<file path="src/rtl/shiftreg_ser.sv">
// Parallel-to-serial shift register with valid/ready word intake, gapless back-to-back words,
// loop (continuous rotation) mode and abort. All outputs except o_rdy are registered.
module shiftreg_ser #(
  parameter int WIDTH      = 8,
  parameter bit MSB_FIRST  = 1'b1,
  parameter bit IDLE_LEVEL = 1'b0,
  parameter int CNT_W      = $clog2(WIDTH)
) (
  input  logic             clk,
  input  logic             rst,
  input  logic [WIDTH-1:0] i_data,
  input  logic             i_vld,
  output logic             o_rdy,
  input  logic             i_loop,
  input  logic             i_shift_en,
  input  logic             i_abort,
  output logic             o_out,
  output logic             o_out_vld,
  output logic             o_last,
  output logic             o_busy
);

  typedef enum logic [0:0] {S_IDLE = 1'b0, S_SHIFT = 1'b1} state_t;

  localparam logic [CNT_W-1:0] CNT_LAST = CNT_W'(WIDTH - 1);

  state_t           state_q, state_d;
  logic [WIDTH-1:0] word_q, word_d;
  logic [CNT_W-1:0] cnt_q, cnt_d;
  logic             loop_q, loop_d;
  logic             out_q, out_d;
  logic             out_vld_q, out_vld_d;
  logic             last_q, last_d;
  logic             busy_q, busy_d;
  logic             accept_s;

  // Bit k of the serial sequence, honouring the configured bit order.
  function automatic logic bit_at(input logic [WIDTH-1:0] w, input logic [CNT_W-1:0] k);
    logic [CNT_W-1:0] idx;
    idx = MSB_FIRST ? (CNT_LAST - k) : k;
    return w[idx];
  endfunction

  // Ready is combinational so a new word can be taken on the very cycle the last bit advances.
  assign o_rdy = !rst && !i_abort &&
                 ((state_q == S_IDLE) || ((state_q == S_SHIFT) && last_q && i_shift_en));
  assign accept_s = i_vld && o_rdy;

  // Next-state computation; abort overrides everything else.
  always_comb begin
    state_d = state_q;
    word_d  = word_q;
    cnt_d   = cnt_q;
    loop_d  = loop_q;
    if (i_abort) begin
      state_d = S_IDLE;
      cnt_d   = '0;
      loop_d  = 1'b0;
    end else begin
      case (state_q)
        S_IDLE: begin
          if (accept_s) begin
            state_d = S_SHIFT;
            word_d  = i_data;
            loop_d  = i_loop;
            cnt_d   = '0;
          end else begin
            state_d = S_IDLE;
          end
        end
        S_SHIFT: begin
          if (i_shift_en) begin
            if (cnt_q == CNT_LAST) begin
              cnt_d = '0;
              if (accept_s) begin
                word_d = i_data;
                loop_d = i_loop;
              end else if (loop_q) begin
                state_d = S_SHIFT;
              end else begin
                state_d = S_IDLE;
              end
            end else begin
              cnt_d = cnt_q + CNT_W'(1);
            end
          end else begin
            cnt_d = cnt_q;
          end
        end
        default: begin
          state_d = S_IDLE;
          cnt_d   = '0;
          loop_d  = 1'b0;
        end
      endcase
    end

    busy_d    = (state_d == S_SHIFT);
    out_vld_d = busy_d;
    out_d     = busy_d ? bit_at(word_d, cnt_d) : IDLE_LEVEL;
    last_d    = busy_d && (cnt_d == CNT_LAST);
  end

  // State and registered outputs.
  always_ff @(posedge clk or posedge rst) begin
    if (rst) begin
      state_q   <= S_IDLE;
      word_q    <= '0;
      cnt_q     <= '0;
      loop_q    <= 1'b0;
      out_q     <= IDLE_LEVEL;
      out_vld_q <= 1'b0;
      last_q    <= 1'b0;
      busy_q    <= 1'b0;
    end else begin
      state_q   <= state_d;
      word_q    <= word_d;
      cnt_q     <= cnt_d;
      loop_q    <= loop_d;
      out_q     <= out_d;
      out_vld_q <= out_vld_d;
      last_q    <= last_d;
      busy_q    <= busy_d;
    end
  end

  assign o_out     = out_q;
  assign o_out_vld = out_vld_q;
  assign o_last    = last_q;
  assign o_busy    = busy_q;

endmodule

</file>
<file path="config.mk">
export PLATFORM = sky130hd
export DESIGN_NAME = shiftreg_ser
export DESIGN_NICKNAME = d
export VERILOG_FILES = /design/src/rtl/shiftreg_ser.sv
export SDC_FILE = /design/constraint.sdc
export NUM_CORES = 1
export LEC_CHECK = 0
export CORE_MARGIN = 1
export CORE_UTILIZATION = 45
export DETAILED_ROUTE_END_ITERATION = 16
export PLACE_DENSITY = 0.75
export RECOVER_POWER = 50
export SYNTH_ARGS = -nofsm -noshare
export SYNTH_HDL_FRONTEND = slang
export SYNTH_SLANG_ARGS = --single-unit
</file>
<file path="constraint.sdc">
create_clock -name clk -period 6.5 [get_ports clk]
set_clock_uncertainty 0.05 [all_clocks]
set_input_delay 1.3 -clock clk [delete_from_list [all_inputs] [get_ports clk]]
set_output_delay 1.3 -clock clk [all_outputs]
set_load 0.02 [all_outputs]
</file>
==> report_table.html, run 1 <==
<table>
<tr><th>Metric</th><th>Value</th></tr>
<tr><th colspan="2">Status</th></tr>
<tr><td>Result of the run</td><td>completed</td></tr>
<tr><th colspan="2">STA</th></tr>
<tr><td>Slew at the pin with the worst max-slew slack</td><td>0.565 ns</td></tr>
<tr><td>Number of setup violations in the final report</td><td>0</td></tr>
<tr><td>Number of hold-slack violations in the final timing report</td><td>0</td></tr>
<tr><td>Unrepaired setup endpoints after global routing</td><td>false</td></tr>
<tr><td>Post-Route Setup TNS</td><td>0 ns</td></tr>
<tr><td>Maximum achievable frequency</td><td>238 MHz</td></tr>
<tr><td>Normalized max-slew margin</td><td>0.623</td></tr>
<tr><td>Number of pins with negative max-slew slack in the final report</td><td>0</td></tr>
<tr><td>Final worst-path cycle share</td><td>0.647</td></tr>
<tr><td>Final setup margin</td><td>2.29 ns</td></tr>
<tr><td>Min Tclk post-route</td><td>4.21 ns</td></tr>
<tr><th colspan="2">Final layout</th></tr>
<tr><td>Area growth from synthesis to layout</td><td>25.5%</td></tr>
<tr><td>Number of nets in the layout</td><td>105</td></tr>
<tr><td>Post-route cell area</td><td>1010 µm²</td></tr>
<tr><td>Final core utilization</td><td>0.633</td></tr>
<tr><td>Combined area of the multi-input logic cells</td><td>385 µm²</td></tr>
<tr><td>Filler cell count</td><td>129</td></tr>
<tr><td>Proportion of layout cells with a drive suffix above 1</td><td>0.136</td></tr>
<tr><td>Highest-count cells in the layout ignoring fill and taps</td><td>dfrtp_1 (15), clkdlybuf4s50_1 (15), nor2_1 (7)</td></tr>
<tr><td>Sequential cell area in the final layout</td><td>375 µm²</td></tr>
<tr><td>Final standard cell count with taps included and fillers excluded</td><td>112</td></tr>
<tr><td>Antenna diode count</td><td>0</td></tr>
<tr><th colspan="2">Drt</th></tr>
<tr><td>Via count of the routed design</td><td>592</td></tr>
<tr><td>DRT antenna net count</td><td>0</td></tr>
<tr><td>Initial DRC Count</td><td>17</td></tr>
<tr><td>Number of vias per cell after detailed routing</td><td>5.29</td></tr>
<tr><td>Total wire length</td><td>1420 µm</td></tr>
<tr><td>Routed length per placed instance</td><td>12.7 µm</td></tr>
<tr><td>Pre-antenna DRT Iters</td><td>4</td></tr>
<tr><td>DRC Markers</td><td>0</td></tr>
<tr><th colspan="2">Placement</th></tr>
<tr><td>Number of placed instances with taps included</td><td>108</td></tr>
<tr><td>Placed Area</td><td>982 µm²</td></tr>
<tr><td>Placer's final routability congestion estimate</td><td>0.820</td></tr>
<tr><td>HPWL after detailed placement</td><td>1040 µm</td></tr>
<tr><td>Count of port buffers added during placement</td><td>18</td></tr>
<tr><td>Worst slack at placement</td><td>2.30 ns</td></tr>
<tr><th colspan="2">Setup path</th></tr>
<tr><td>Launch point of the worst path</td><td>i_shift_en</td></tr>
<tr><td>Worst-path maximum fanout</td><td>7</td></tr>
<tr><td>Worst EP arrival</td><td>2.86 ns</td></tr>
<tr><td>Setup Crit Path Kind</td><td>in2out</td></tr>
<tr><td>Endpoint class of the critical path</td><td>output pin</td></tr>
<tr><td>Critical path launch point type</td><td>primary input</td></tr>
<tr><td>FF-to-FF Start</td><td>cnt_q[0]$_DFF_PP0_</td></tr>
<tr><td>Worst path required time</td><td>5.15 ns</td></tr>
<tr><th colspan="2">Clock tree</th></tr>
<tr><td>Max H-tree Level</td><td>1</td></tr>
<tr><td>Clock tree from TritonCTS</td><td>built</td></tr>
<tr><td>Clock buffer depth</td><td>2</td></tr>
<tr><td>Post-CTS Setup Bufs</td><td>0</td></tr>
<tr><td>Post-cts gate resize count</td><td>0</td></tr>
<tr><td>Post-CTS Hold Fix Bufs</td><td>0</td></tr>
<tr><td>Root buffer cell</td><td>clkbuf_4</td></tr>
<tr><td>CTS Sinks</td><td>15</td></tr>
<tr><td>Inserted Clock Buffers</td><td>3</td></tr>
<tr><td>Clock input transition at the sequential cells of the worst setup and hold paths</td><td>0.08 ns</td></tr>
<tr><td>Worst-Skew Late Latency</td><td>0.29 ns</td></tr>
<tr><th colspan="2">Die</th></tr>
<tr><td>X dimension of the die</td><td>44.3 µm</td></tr>
<tr><td>Std cell rows</td><td>14</td></tr>
<tr><td>Die Area</td><td>1960 µm²</td></tr>
<tr><td>Initial core utilization</td><td>0.504</td></tr>
<tr><td>Placeable Area</td><td>1590 µm²</td></tr>
<tr><td>I/O pins</td><td>19</td></tr>
<tr><td>Die Ht</td><td>44.3 µm</td></tr>
<tr><th colspan="2">Logic synthesis</th></tr>
<tr><td>Syn_area_per_cell</td><td>11.3 µm²</td></tr>
<tr><td>Cell types with the largest area share after synthesis</td><td>dfrtp_1 (47%), mux2_2 (8.4%), mux2i_1 (5.0%)</td></tr>
<tr><td>Synth Net Count</td><td>87</td></tr>
<tr><td>Post-synth design cell area</td><td>803 µm²</td></tr>
<tr><td>Total of warnings raised by yosys</td><td>0</td></tr>
<tr><td>Register area share after synthesis</td><td>0.467</td></tr>
<tr><td>Netlist cell types</td><td>32</td></tr>
<tr><td>Top-area cell type share of the netlist area</td><td>0.467</td></tr>
<tr><td>Cell count after synthesis</td><td>71</td></tr>
<tr><td>Synth area leader</td><td>dfrtp_1</td></tr>
<tr><td>Flip-flop and latch count after synthesis</td><td>15</td></tr>
<tr><th colspan="2">Worst hold path</th></tr>
<tr><td>Hold path start</td><td>word_q[5]$_DFF_PP0_</td></tr>
<tr><td>Class of the worst hold path</td><td>reg2reg</td></tr>
<tr><th colspan="2">GRT</th></tr>
<tr><td>Met3 Use GR</td><td>0.0245</td></tr>
<tr><td>Leftover overflow at the end of global routing</td><td>0</td></tr>
<tr><td>Met2 Usage GRT</td><td>0.262</td></tr>
<tr><td>Number of antenna violations at the first check in global routing</td><td>0</td></tr>
<tr><td>Busiest grt layer</td><td>met1</td></tr>
<tr><td>Largest net degree at the start of global routing</td><td>16</td></tr>
<tr><td>Wire length of the first global-routing pass</td><td>2620 µm</td></tr>
<tr><td>Number of global-route vias before repair</td><td>583</td></tr>
<tr><td>Met1 global-route usage</td><td>0.268</td></tr>
<tr><td>Global-route usage over all layers</td><td>0.187</td></tr>
<tr><th colspan="2">Power and ir drop</th></tr>
<tr><td>Static leakage</td><td>0.000442 µW</td></tr>
<tr><td>Max rail drop VDD</td><td>0.000119 V</td></tr>
<tr><td>Power Dens Cells</td><td>200 nW/µm²</td></tr>
<tr><th colspan="2">Job</th></tr>
<tr><td>Number of max-capacitance violations reported</td><td>0</td></tr>
</table>
## kinds of logic (layout without fill, tap and decap cells)
group | after synthesis | in the layout | synth area share
simple gates | 20 | 20 | 0.143
mux | 13 | 13 | 0.176
compound gates | 13 | 13 | 0.129
buf+inv | 8 | 25 | 0.0530
fa+ha+maj | 2 | 2 | 0.0311
flops | 15 | 15 | 0.467
## metrics by stage
| stage | hold WS [ns] | total power [µW] |
|---|---|---|
| 2_1_floorplan | 0.396 | 134 |
| 3_3_place_gp | 0.426 | 148 |
| 3_5_place_dp | 0.428 | 149 |
| 4_1_cts | 0.448 | 203 |
| 5_1_grt | 0.457 | 211 |
| 6_report | 0.443 | 202 |
## sequential cells by signal, indices dropped and copies added, names as in the netlist
name    cells
cnt_q       3
o_out       1
o_last      1
loop_q      1
word_q      8
o_busy      1
## Yosys cell counts
library cell,n
a211oi_1,1
a21oi_1,1
a21oi_4,1
a22o_1,1
a22oi_1,1
a311oi_2,1
a31oi_1,1
and2b_1,1
and3_1,1
and3b_1,1
buf_2,1
buf_4,1
buf_6,1
clkbuf_1,2
dfrtp_1,15
ha_1,2
inv_1,3
mux2_1,3
mux2_2,6
mux2i_1,4
nand2_1,4
nand3_1,1
nor2_1,7
nor2b_1,1
nor4_2,1
nor4b_1,1
nor4bb_1,1
o211a_1,1
o21ai_0,3
o21ai_1,1
o21bai_1,1
or3b_1,1
## critical path: stages
cell and delay [ns]:
clkdlybuf4s50_1 0.60, nand2_1 0.09, a211oi_1 0.23, clkdlybuf4s50_1 0.63
## path summary, 6_finish.rpt
check | depth (start not counted) | endpoint | slack [ns]
worst min-delay path | 1 | word_q[5]$_DFF_PP0_ | 0.44
worst max register to register | 8 | o_out$_DFF_PP0_ | 4.09
max in group asynchronous | 2 | word_q[6]$_DFF_PP0_ | 4.54
worst min register to register | 1 | word_q[5]$_DFF_PP0_ | 0.44
worst max-delay path | 4 | o_rdy | 2.29
min in group asynchronous | 2 | cnt_q[2]$_DFF_PP0_ | 1.48
## metal layers
metal | up-vias | share of wire | wire length [µm]
met5 | - | 0 | 0
met1 | 280 | 0.50 | 706
met4 | 0 | 0.029 | 41
met2 | 19 | 0.43 | 610
li1 | 288 | - | -
met3 | 5 | 0.043 | 61
## cell type report
class,instances,share of cell area
tap,24,0.0298
timing repair buffer,18,0.179
sequential,15,0.372
multi-input combinational,48,0.382
inverter,3,0.0112
clock buffer,4,0.0261
## report_power, final
group	internal (µW)	total (µW)	switching, µW
Clock	23.9	55.5	31.6
Combinational	21.0	37.7	16.6
Sequential	105	108	3.81
Total	149	202	52.1
Note: power is estimated with default switching activity, not from simulation.
==> inputs of run 2 (changes only) <==
clock period = 4.2 ns   (was 6.5 ns; I/O delays follow)
==> report_table.html, run 2 (synthesis gave the netlist of run 1 again) <==
<table>
<tr><th>Metric</th><th>Value</th></tr>
<tr><th colspan="2">Worst hold path</th></tr>
<tr><td>Hold path start</td><td>word_q[5]$_DFF_PP0_</td></tr>
<tr><td>Class of the worst hold path</td><td>reg2reg</td></tr>
<tr><th colspan="2">Drt</th></tr>
<tr><td>Total wire length</td><td>1610 µm (+13%)</td></tr>
<tr><td>Routed length per placed instance</td><td>14.3 µm (+13%)</td></tr>
<tr><td>Via count of the routed design</td><td>631 (+6.6%)</td></tr>
<tr><td>DRT antenna net count</td><td>0 (unchanged)</td></tr>
<tr><td>Pre-antenna DRT Iters</td><td>4 (unchanged)</td></tr>
<tr><td>DRC Markers</td><td>0 (unchanged)</td></tr>
<tr><td>Initial DRC Count</td><td>18 (+1)</td></tr>
<tr><td>Number of vias per cell after detailed routing</td><td>5.63 (+6.6%)</td></tr>
<tr><th colspan="2">Final layout</th></tr>
<tr><td>Largest regs</td><td>word_q (8), cnt_q (3)</td></tr>
<tr><td>Flip-flop count of the largest register, all copies and words added</td><td>8 (unchanged)</td></tr>
<tr><td>Area growth from synthesis to layout</td><td>25.7%</td></tr>
<tr><td>Highest-count cells in the layout ignoring fill and taps</td><td>dfrtp_1 (15), clkdlybuf4s50_1 (15), nor2_1 (7)</td></tr>
<tr><td>Antenna diode count</td><td>0 (unchanged)</td></tr>
<tr><td>Number of nets in the layout</td><td>105 (unchanged)</td></tr>
<tr><td>Proportion of layout cells with a drive suffix above 1</td><td>0.148 (+0.0114)</td></tr>
<tr><td>Top reg by flops</td><td>word_q</td></tr>
<tr><td>Final core utilization</td><td>0.633 (+0.000785)</td></tr>
<tr><th colspan="2">Setup path</th></tr>
<tr><td>Critical path depth in cells</td><td>4 (unchanged)</td></tr>
<tr><td>FF-to-FF Start</td><td>cnt_q[0]$_DFF_PP0_</td></tr>
<tr><td>Top Family by Delay on Critical Path</td><td>buffers and inverters</td></tr>
<tr><td>Highest cell delay on the worst timing path</td><td>0.66 ns (+0.03 ns)</td></tr>
<tr><td>Number of buffer and inverter instances along the worst setup path</td><td>2 (unchanged)</td></tr>
<tr><td>Critical path launch point type</td><td>primary input</td></tr>
<tr><td>Cells traversed along the worst timing path</td><td>clkdlybuf4s50_1, nand2_1, a211oi_1, clkdlybuf4s50_1</td></tr>
<tr><td>FF-to-FF path depth</td><td>8 (unchanged)</td></tr>
<tr><td>Critical path endpoint</td><td>o_rdy</td></tr>
<tr><td>Setup Crit Path Kind</td><td>in2out</td></tr>
<tr><td>Worst EP arrival</td><td>2.52 ns (-0.34 ns)</td></tr>
<tr><td>Slowest stage cell, crit path</td><td>clkdlybuf4s50_1</td></tr>
<tr><td>Top cell by count, worst path</td><td>clkdlybuf4s50_1</td></tr>
<tr><td>Launch point of the worst path</td><td>i_shift_en</td></tr>
<tr><td>Worst path required time</td><td>3.31 ns (-1.84 ns)</td></tr>
<tr><td>Endpoint class of the critical path</td><td>output pin</td></tr>
<tr><td>Capturing point of the worst reg2reg path</td><td>o_out$_DFF_PP0_</td></tr>
<tr><td>Worst-path maximum fanout</td><td>7 (unchanged)</td></tr>
<tr><td>Reg-to-reg setup timing slack</td><td>1.76 ns (-2.33 ns)</td></tr>
<tr><th colspan="2">Placement</th></tr>
<tr><td>Placer's final routability congestion estimate</td><td>0.880 (+7.4%)</td></tr>
<tr><td>Count of port buffers added during placement</td><td>18 (unchanged)</td></tr>
<tr><td>HPWL after detailed placement</td><td>1150 µm (+10%)</td></tr>
<tr><th colspan="2">Die</th></tr>
<tr><td>Die Ht</td><td>44.3 µm (unchanged)</td></tr>
<tr><td>Std cell rows</td><td>14 (unchanged)</td></tr>
<tr><td>Die Area</td><td>1960 µm² (unchanged)</td></tr>
<tr><td>X dimension of the die</td><td>44.3 µm (unchanged)</td></tr>
<tr><td>Placeable Area</td><td>1590 µm² (unchanged)</td></tr>
<tr><td>Initial core utilization</td><td>0.504 (unchanged)</td></tr>
<tr><td>I/O pins</td><td>19 (unchanged)</td></tr>
<tr><th colspan="2">STA</th></tr>
<tr><td>Unrepaired setup endpoints after global routing</td><td>false</td></tr>
<tr><td>Number of hold-slack violations in the final timing report</td><td>0 (unchanged)</td></tr>
<tr><td>Final-layout worst hold slack</td><td>0.441 ns (-0.00151 ns)</td></tr>
<tr><td>Number of setup violations in the final report</td><td>0 (unchanged)</td></tr>
<tr><td>Final worst-path cycle share</td><td>0.813</td></tr>
<tr><td>Number of pins with negative max-slew slack in the final report</td><td>0 (unchanged)</td></tr>
<tr><td>Normalized max-slew margin</td><td>0.621 (-0.00202)</td></tr>
<tr><td>Post-Route Setup TNS</td><td>0 ns (unchanged)</td></tr>
<tr><td>Min Tclk post-route</td><td>3.41 ns</td></tr>
<tr><td>Maximum achievable frequency</td><td>293 MHz</td></tr>
<tr><td>Slew at the pin with the worst max-slew slack</td><td>0.568 ns (+0.00302 ns)</td></tr>
<tr><th colspan="2">Clock tree</th></tr>
<tr><td>Clock buffer depth</td><td>2 (unchanged)</td></tr>
<tr><td>Clock input transition at the sequential cells of the worst setup and hold paths</td><td>0.10 ns (+0.02 ns)</td></tr>
<tr><td>Clock tree from TritonCTS</td><td>built</td></tr>
<tr><td>Root buffer cell</td><td>clkbuf_4</td></tr>
<tr><td>CTS Sinks</td><td>15 (unchanged)</td></tr>
<tr><td>Post-CTS Hold Fix Bufs</td><td>0 (unchanged)</td></tr>
<tr><td>Post-CTS Setup Bufs</td><td>0 (unchanged)</td></tr>
<tr><td>Worst-Skew Late Latency</td><td>0.29 ns (about the same)</td></tr>
<tr><td>Max H-tree Level</td><td>1 (unchanged)</td></tr>
<tr><td>Post-cts gate resize count</td><td>0 (unchanged)</td></tr>
<tr><td>Inserted Clock Buffers</td><td>3 (unchanged)</td></tr>
<tr><th colspan="2">Job</th></tr>
<tr><td>Number of max-capacitance violations reported</td><td>0 (unchanged)</td></tr>
<tr><th colspan="2">Power and ir drop</th></tr>
<tr><td>Relative contribution of combinational cells to total power</td><td>0.188 (about the same)</td></tr>
<tr><td>Internal power</td><td>230 µW (+54%)</td></tr>
<tr><td>Share of total power in sequential cells</td><td>0.533 (-0.005)</td></tr>
<tr><td>Max rail drop VDD</td><td>0.000171 V (+43%)</td></tr>
<tr><td>Power Dens Cells</td><td>312 nW/µm² (+56%)</td></tr>
<tr><td>Switching Power</td><td>85.1 µW (+63%)</td></tr>
<tr><td>Static leakage</td><td>0.000448 µW (+1.4%)</td></tr>
<tr><td>Fraction of power spent switching nets</td><td>0.270 (+0.0115)</td></tr>
<tr><td>Overall power</td><td>315 µW (+56%)</td></tr>
<tr><td>Proportion of power drawn by the clock network</td><td>0.279 (+0.003)</td></tr>
<tr><th colspan="2">GRT</th></tr>
<tr><td>Leftover overflow at the end of global routing</td><td>0 (unchanged)</td></tr>
<tr><td>Number of global-route vias before repair</td><td>585 (+0.34%)</td></tr>
<tr><td>Wire length of the first global-routing pass</td><td>2650 µm (+1.0%)</td></tr>
<tr><td>Number of antenna violations at the first check in global routing</td><td>0 (unchanged)</td></tr>
<tr><td>Largest net degree at the start of global routing</td><td>16 (unchanged)</td></tr>
<tr><td>Global-route usage over all layers</td><td>0.187 (about the same)</td></tr>
<tr><th colspan="2">Status</th></tr>
<tr><td>Result of the run</td><td>completed</td></tr>
</table>
==> run 2: cell count changes in the layout (fill, tap and decap cells not counted) <==
cell | previous run | this run
clkbuf_1 | 1 | 0
clkinv_2 | 0 | 1
==> run 2: area by class of cell <==
cell class / count / area [µm²]
tap: 24 / 30.0
fill: 126 / 584
clock inverter: 1 / 5.00
sequential: 15 / 375
multi-input combinational: 48 / 385
inverter: 3 / 11.3
timing repair buffer: 18 / 180
clock buffer: 3 / 22.5
==> run 2: power groups by stage <==
stage	sequential (µW)	combinational (µW)	clock [µW]
after floorplan	169	38.8	0
after global placement	170	58.9	0
after detailed placement	171	60.2	0
after CTS	168	60.3	88.1
after global routing	170	64.5	94.1
final	168	59.4	87.8
==> run 2: stage by stage <==
| stage | std cells | worst slack (ns) | instance area (µm²) |
|---|---|---|---|
| 6_report | 112 | 0.786 | 1010 |
| 5_1_grt | 112 | 0.748 | 1010 |
| 4_1_cts | 112 | 0.825 | 1010 |
| 3_5_place_dp | 108 | 0.755 | 982 |
| 3_3_place_gp | 108 | 0.848 | 982 |
| 2_1_floorplan | 71 | 1.42 | 803 |
==> run 2: worst min-delay path by stage <==
stage | end | slack, ns | cells after the start
global placement | word_q[0]$_DFF_PP0_ | 0.41 | 2
detailed placement | word_q[0]$_DFF_PP0_ | 0.43 | 2
global route | word_q[5]$_DFF_PP0_ | 0.46 | 1
floorplan | word_q[0]$_DFF_PP0_ | 0.40 | 2
CTS | word_q[5]$_DFF_PP0_ | 0.45 | 1
finish | word_q[5]$_DFF_PP0_ | 0.44 | 1
==> run 2: worst register-to-register path, stage by stage (launching register included) <==
cell,delay [ns]
dfrtp_1,0.44
ha_1,0.22
ha_1,0.21
nor4bb_1,0.35
a311oi_2,0.15
nor2_1,0.31
mux2_1,0.36
o21ai_1,0.16
nor4_2,0.07
==> run 2: routing by layer <==
layer / GRT usage / up-vias / wire (µm)
met3: 0.0449 / 5 / 115
met4: 0.0727 / 0 / 26
met1: 0.246 / 306 / 706
li1: - / 289 / -
met2: 0.297 / 31 / 756
met5: 0 / - / 0
